### config.mk
export PLATFORM = sky130hd
export DESIGN_NAME = elastic_fifo
export DESIGN_NICKNAME = d
export VERILOG_FILES = /design/src/rtl/elastic_fifo_mem.sv /design/src/rtl/elastic_fifo.sv
export SDC_FILE = /design/constraint.sdc
export NUM_CORES = 1
export LEC_CHECK = 0
export ABC_AREA = 1
export BUFFER_PORTS_ARGS = -buffer_cell sky130_fd_sc_hd__buf_2
export CORE_ASPECT_RATIO = 1.5
export CORE_MARGIN = 3
export CORE_UTILIZATION = 57
export DETAILED_ROUTE_END_ITERATION = 7
export PLACE_DENSITY = 0.79
export SYNTH_ARGS = -nofsm -noshare
export SYNTH_HDL_FRONTEND = slang
export SYNTH_SLANG_ARGS = --single-unit
export TNS_END_PERCENT = 10
### constraint.sdc
create_clock -name clk -period 3.7 [get_ports clk]
set_clock_uncertainty 0.2 [all_clocks]
set_input_delay 0.74 -clock clk [delete_from_list [all_inputs] [get_ports clk]]
set_output_delay 0.74 -clock clk [all_outputs]
set_load 0.02 [all_outputs]
### src/rtl/elastic_fifo_mem.sv
// Token storage for elastic_fifo: one synchronous write port and one asynchronous read port.
// Contents are never reset; the control logic only reads slots it has written.
module elastic_fifo_mem #(
    parameter int NUM_SLOTS = 4,
    parameter int DATA_TYPE = 32,
    parameter int PTR_W     = 2
) (
    input  logic                 clk,
    input  logic                 wr_en_i,
    input  logic [PTR_W-1:0]     wr_addr_i,
    input  logic [DATA_TYPE-1:0] wr_data_i,
    input  logic [PTR_W-1:0]     rd_addr_i,
    output logic [DATA_TYPE-1:0] rd_data_o
);
    logic [DATA_TYPE-1:0] mem_q [NUM_SLOTS];

    always_ff @(posedge clk) begin
        if (wr_en_i) begin
            mem_q[wr_addr_i] <= wr_data_i;
        end
    end

    assign rd_data_o = mem_q[rd_addr_i];
endmodule

### src/rtl/elastic_fifo.sv
// Elastic FIFO with registered handshakes and one-cycle latency: ready/valid derive
// only from the occupancy register, so there is no combinational path across the queue.
module elastic_fifo #(
    parameter int NUM_SLOTS = 4,
    parameter int DATA_TYPE = 32
) (
    input  logic                 clk,
    input  logic                 rst,
    input  logic [DATA_TYPE-1:0] ins,
    input  logic                 ins_valid,
    output logic                 ins_ready,
    output logic [DATA_TYPE-1:0] outs,
    output logic                 outs_valid,
    input  logic                 outs_ready
);
    localparam int PTR_W = $clog2(NUM_SLOTS);
    localparam int CNT_W = $clog2(NUM_SLOTS + 1);
    localparam logic [PTR_W-1:0] PTR_LAST = PTR_W'(NUM_SLOTS - 1);
    localparam logic [CNT_W-1:0] CNT_FULL = CNT_W'(NUM_SLOTS);

    logic [PTR_W-1:0] wr_ptr_q, wr_ptr_d;
    logic [PTR_W-1:0] rd_ptr_q, rd_ptr_d;
    logic [CNT_W-1:0] count_q, count_d;
    logic             wr_en;
    logic             rd_en;

    assign ins_ready  = (count_q != CNT_FULL);
    assign outs_valid = (count_q != '0);
    assign wr_en      = ins_valid & ins_ready;
    assign rd_en      = outs_valid & outs_ready;

    always_comb begin
        wr_ptr_d = wr_ptr_q;
        rd_ptr_d = rd_ptr_q;
        count_d  = count_q;
        // Pointers wrap explicitly so non-power-of-two depths work.
        if (wr_en) begin
            wr_ptr_d = (wr_ptr_q == PTR_LAST) ? '0 : wr_ptr_q + PTR_W'(1);
        end
        if (rd_en) begin
            rd_ptr_d = (rd_ptr_q == PTR_LAST) ? '0 : rd_ptr_q + PTR_W'(1);
        end
        case ({wr_en, rd_en})
            2'b10:   count_d = count_q + CNT_W'(1);
            2'b01:   count_d = count_q - CNT_W'(1);
            default: count_d = count_q;
        endcase
    end

    always_ff @(posedge clk or negedge rst) begin
        if (!rst) begin
            wr_ptr_q <= '0;
            rd_ptr_q <= '0;
            count_q  <= '0;
        end else begin
            wr_ptr_q <= wr_ptr_d;
            rd_ptr_q <= rd_ptr_d;
            count_q  <= count_d;
        end
    end

    elastic_fifo_mem #(
        .NUM_SLOTS (NUM_SLOTS),
        .DATA_TYPE (DATA_TYPE),
        .PTR_W     (PTR_W)
    ) u_mem (
        .clk       (clk),
        .wr_en_i   (wr_en),
        .wr_addr_i (wr_ptr_q),
        .wr_data_i (ins),
        .rd_addr_i (rd_ptr_q),
        .rd_data_o (outs)
    );
endmodule

==> After elaboration in Yosys (flattened, before gate mapping) <==
Memory sizes are Yosys's and may differ from the RTL's.
Index checks and enable logic that the tools add are counted.
Widths: inputs -> output; s select.
{ "totals": {"ff_bits": 7, "ramBits": 128, "out_inout_bits": 34, "memories": 1} }
{ "memory_table": {"columns": ["memory", "depth", "width", "rd", "rd_clocked_by_memory_dff", "write_ports", "line", "rtl"], "rows": [
  ["u_mem.mem_q", 4, 32, 1, 0, 1, "elastic_fifo_mem.sv:15", "logic [DATA_TYPE-1:0] mem_q [NUM_SLOTS];"]
]} }
{ "classes": {"add_sub_neg": 4, "n_eq_ne": 5, "mux": 5, "bitwise": 2, "reduce_logical": 2} }
{ "ops": {"columns": ["operator", "n"], "rows": [
  ["$eq 2x2->1 const B", 3],
  ["$pmux 3 s2", 1],
  ["$add 2x1->2 const B", 2],
  ["$mux 2", 2],
  ["$add 3x1->3 const B", 1],
  ["$ne 3x3->1 const B", 1],
  ["$reduce_bool 3->1", 1],
  ["$sub 3x1->3 const B", 1],
  ["$and 1x1->1", 2],
  ["$eq 2x1->1 const B", 1],
  ["$mux 1", 2],
  ["$reduce_bool 2->1", 1]
]} }

==> Depth between registers and ports, before layout <==
{ "depth": {"word_depth": 4, "depth_mapped": 12, "depth_no_buf": 12} }

==> Hierarchy <==
From an unflattened synthesis, not the netlist that was laid out.
{ "unflattened": {"cells_unflattened": 555, "area_unflattened_um2": 5854.4} }
{ "modules_own_cells": {"columns": ["module", "n_inst", "cells_per_inst", "area_per_inst_um2", "seq_area_each_um2"], "rows": [
  ["elastic_fifo_mem", 1, 509, 5437.7, 3843.7],
  ["elastic_fifo", 1, 46, 416.6, 175.2]
]} }

==> Worst setup path before layout <==
OpenSTA, ideal clock, no wires.
{ "synth_path": {"path_type": "in2reg", "startpoint": "in ins_valid", "endpoint": "mem u_mem.mem_q[0][0] (enable)", "arrival_time_ps": 2257, "required_time_ps": 3079, "setup_slack_ps": 822, "stages": 2, "path_buffers": 0, "path_cell_list": "nand2_1 nor2_1"} }
{ "synth_via": {"elab_chain_cells": 3} }
{ "synth_lines": {"columns": ["element", "line", "rtl"], "rows": [
  ["start: declaration", "elastic_fifo.sv:10", "input logic ins_valid,"],
  ["$and 1x1->1", "elastic_fifo.sv:29", "assign wr_en = ins_valid & ins_ready;"],
  ["$mux 1", "elastic_fifo_mem.sv:18", "if (wr_en_i) begin"],
  ["$mux 1 (not written as such)", "elastic_fifo_mem.sv:19", "mem_q[wr_addr_i] <= wr_data_i;"],
  ["end: declaration", "elastic_fifo_mem.sv:15", null]
]} }
Every way passes these cells.

==> Final worst setup path <==
{ "layout_path": {"startpoint": "reg rd_ptr_q[0]", "endpoint": "out outs[15]"} }
{ "layout_via": {"elab_chain_cells": 1} }
{ "layout_lines": {"columns": ["element", "line", "rtl"], "rows": [
  ["start: declaration", "elastic_fifo.sv:22", "logic [PTR_W-1:0] rd_ptr_q, rd_ptr_d;"],
  ["start signal: assignment", "elastic_fifo.sv:57", "rd_ptr_q <= rd_ptr_d;"],
  ["$mem_v2 4x32", null, null],
  ["end: declaration", "elastic_fifo.sv:12", "output logic [DATA_TYPE-1:0] outs,"]
]} }
Every way passes these cells.

==> results.md <==
* Die W at 86.1 um
* Clk Latency, worst-skew pair at 410 ps
* Routability cong. at 0.716
* Fin crit share at 0.809
* Post-synth top flop: edfxtp_1
* Leakage at 2.68 nW
* First-pass GRT wire length at 15.9 mm
* Detailed Routing Iterations Pass 1 at 5
* Number of global-route vias before repair at 3412
* Avg Cell Area, Syn at 12.7 sq um
* Die area at 0.0109 sq mm
* Crit path DAT at 2050 ps
* Synth top area share at 0.701
* Congestion Overflow GR at 0
* Final hold violations at 0
* CTS clk-pin slew, worst paths at 50 ps
* Io pins at 70
* FF-to-FF setup slack at 1360 ps
* Reg-to-reg endpoint: count_q[2]$_DFFE_PN0P_
* Overall Global Routing Usage at 0.197
* Post-synth EDFFs at 128
* Cells after Synth at 432
* Max_slew headroom at 0.569
* RSZ-0062 raised after global routing: no
* Worst Hold Path Cells at 1
* CTS max path bufs at 2
* Most frequent cell after synthesis: edfxtp_1
* I/O Buffers at 69
* Area delta synth->final at 19.2%
* Initial antenna violation count at 0
* Ys Warns at 0
* Fin crit period at 2990 ps
* Maximum vdd drop at 0.000714 V
* Post-synthesis cell type count at 16
* CTS tree: done
* Initial Util at 0.589
* Crit path kind: reg2out
* Asr flop ratio synth at 0.0519
* Clock buffer count from CTS at 17
* Row count at 43
* Via Count at 3407
* Syn nets at 475
* Worst min path class: reg2reg
* Final worst setup slack at 706 ps
* Synth area leader: edfxtp_1
* 1st-iter DRT viols at 231
* CTS resizes at 0
* Largest net degree at the start of global routing at 73
* Vias/cell at 5.39
* Drt wl/cell at 16.1 um
* Worst r2r src: count_q[0]$_DFFE_PN0P_
* Final setup violation count at 0
* CTS root buffer: clkbuf_16
* Synth top cells by count: edfxtp_1 (128), nand2_1 (111), inv_1 (75)
* Hold Buf Count CTS at 1
* Remaining antenna violation count at 0
* Cell Pwr Density at 859 mW/mm^2
* Setup TNS at 0 ps
* Largest cells by area after synthesis: edfxtp_1 (70%), o211ai_1 (8.8%), nand2_1 (7.6%)
* Layout Nets at 549
* Post-DP HPWL at 5.58 mm
* Seq cells post-synth at 135
* Hold Startpoint: count_q[0]$_DFFE_PN0P_
* DP Worst Slack at 1150 ps
* Core footprint at 0.00931 sq mm
* Critical Path RT at 2760 ps
* Drt drc at 0
* # clock sinks at 135
* Max Fclk at 334 MHz
* Routed WL at 10.2 mm
* CP max FO at 72
* Status: finished clean
* CP Launch Type: flip-flop
* Fillers at 631
* Layout cells sized above 1 at 0.208
* MaxCap Viol Count at 0
* Postcts setup bufs at 0
* Count of pins over their slew limit at 0
* Setup crit end kind: output pin
* Die Y at 126 um
* Worst Max-Slew Pin Slew at 645 ps
* Sequential area share after synthesis at 0.732
* Worst reg2reg path depth at 10
* H-tree levels at 4
* Worst hold endpoint: count_q[0]$_DFFE_PN0P_
* Post-Syn Area at 0.00549 sq mm
-- logic make-up after synthesis --
family | synth area share
and+or+nand+nor | 0.0876
buffers and inverters | 0.0725
AOI/OAI and AO/OA | 0.0885
DFF | 0.732
xor gates and xnor gates | 0.00160
adders and majority gates | 0.0173
-- cells in the final DEF (no fill, tap or decap), types with 3 or more instances in the layout --
cell / instances
dfrtp_1: 6
buf_4: 5
clkinv_2: 4
bufinv_16: 3
buf_2: 69
ha_1: 6
inv_2: 3
nand2_1: 111
nor2_4: 4
inv_1: 75
o211ai_1: 64
edfxtp_1: 128
nand3_1: 7
clkinv_1: 5
clkbuf_16: 17
-- state kept, by name, summed over array words and instances (netlist names) --
signal and count:
u_mem.mem_q 128, count_q 3, rd_ptr_q 2, wr_ptr_q 2
-- metrics by stage --
stage,area (sq um),total power (W),util,hold slack (ps),instances
after floorplan,5490,0.00347,-,244,432
after global placement,5960,0.00398,0.640,283,598
after detailed placement,5960,0.00405,0.640,289,598
after CTS,6540,0.00567,0.702,300,631
after global routing,6540,0.00593,0.702,311,631
final,6540,0.00562,0.703,299,632
-- layer usage --
metal | share of wire | track usage
met5 | 0 | 0
met4 | 0.024 | 0.0997
met3 | 0.071 | 0.0674
met2 | 0.53 | 0.341
met1 | 0.38 | 0.211
-- power breakdown --
| part | switching (W) | total [W] | internal (W) | leakage (nW) |
|---|---|---|---|---|
| Combinational | 0.00124 | 0.00182 | 0.000575 | 1.14 |
| Clock | 0.000570 | 0.00161 | 0.00104 | 0.278 |
| Sequential | 0.000173 | 0.00219 | 0.00202 | 1.26 |
| Total | 0.00199 | 0.00562 | 0.00363 | 2.68 |
-- cell type report --
type                    count  area, sq um  area share
flip-flops and latches    135         4020       0.615
multi-input cells         198         1100       0.168
clock buffers              19          433      0.0662
repair buffers             76          413      0.0631
inverters                  78          293      0.0448
well taps                 112          140      0.0214
clock inverters            13          136      0.0209
diodes                      1         2.50    0.000383
-- worst max path at each step --
stage | to | cells after the start | startpoint | slack [ps]
floorplan | u_mem.mem_q[0][0]$_DFFE_PP_ | 2 | ins_valid | 820
global placement | outs[22] | 4 | rd_ptr_q[0]$_DFFE_PN0P_ | 1220
CTS | outs[15] | 5 | rd_ptr_q[0]$_DFFE_PN0P_ | 700
finish | outs[15] | 5 | rd_ptr_q[0]$_DFFE_PN0P_ | 710
global route | outs[15] | 5 | rd_ptr_q[0]$_DFFE_PN0P_ | 540
detailed placement | outs[22] | 5 | rd_ptr_q[0]$_DFFE_PN0P_ | 1150
-- worst max-delay path, cell delays in order, from the launching register on --
cell and delay, ps:
dfrtp_4 790, buf_12 330, nand2_1 110, o211ai_1 110, nand2_1 100, buf_2 170
No activity file was read; power rests on OpenSTA's default activity.
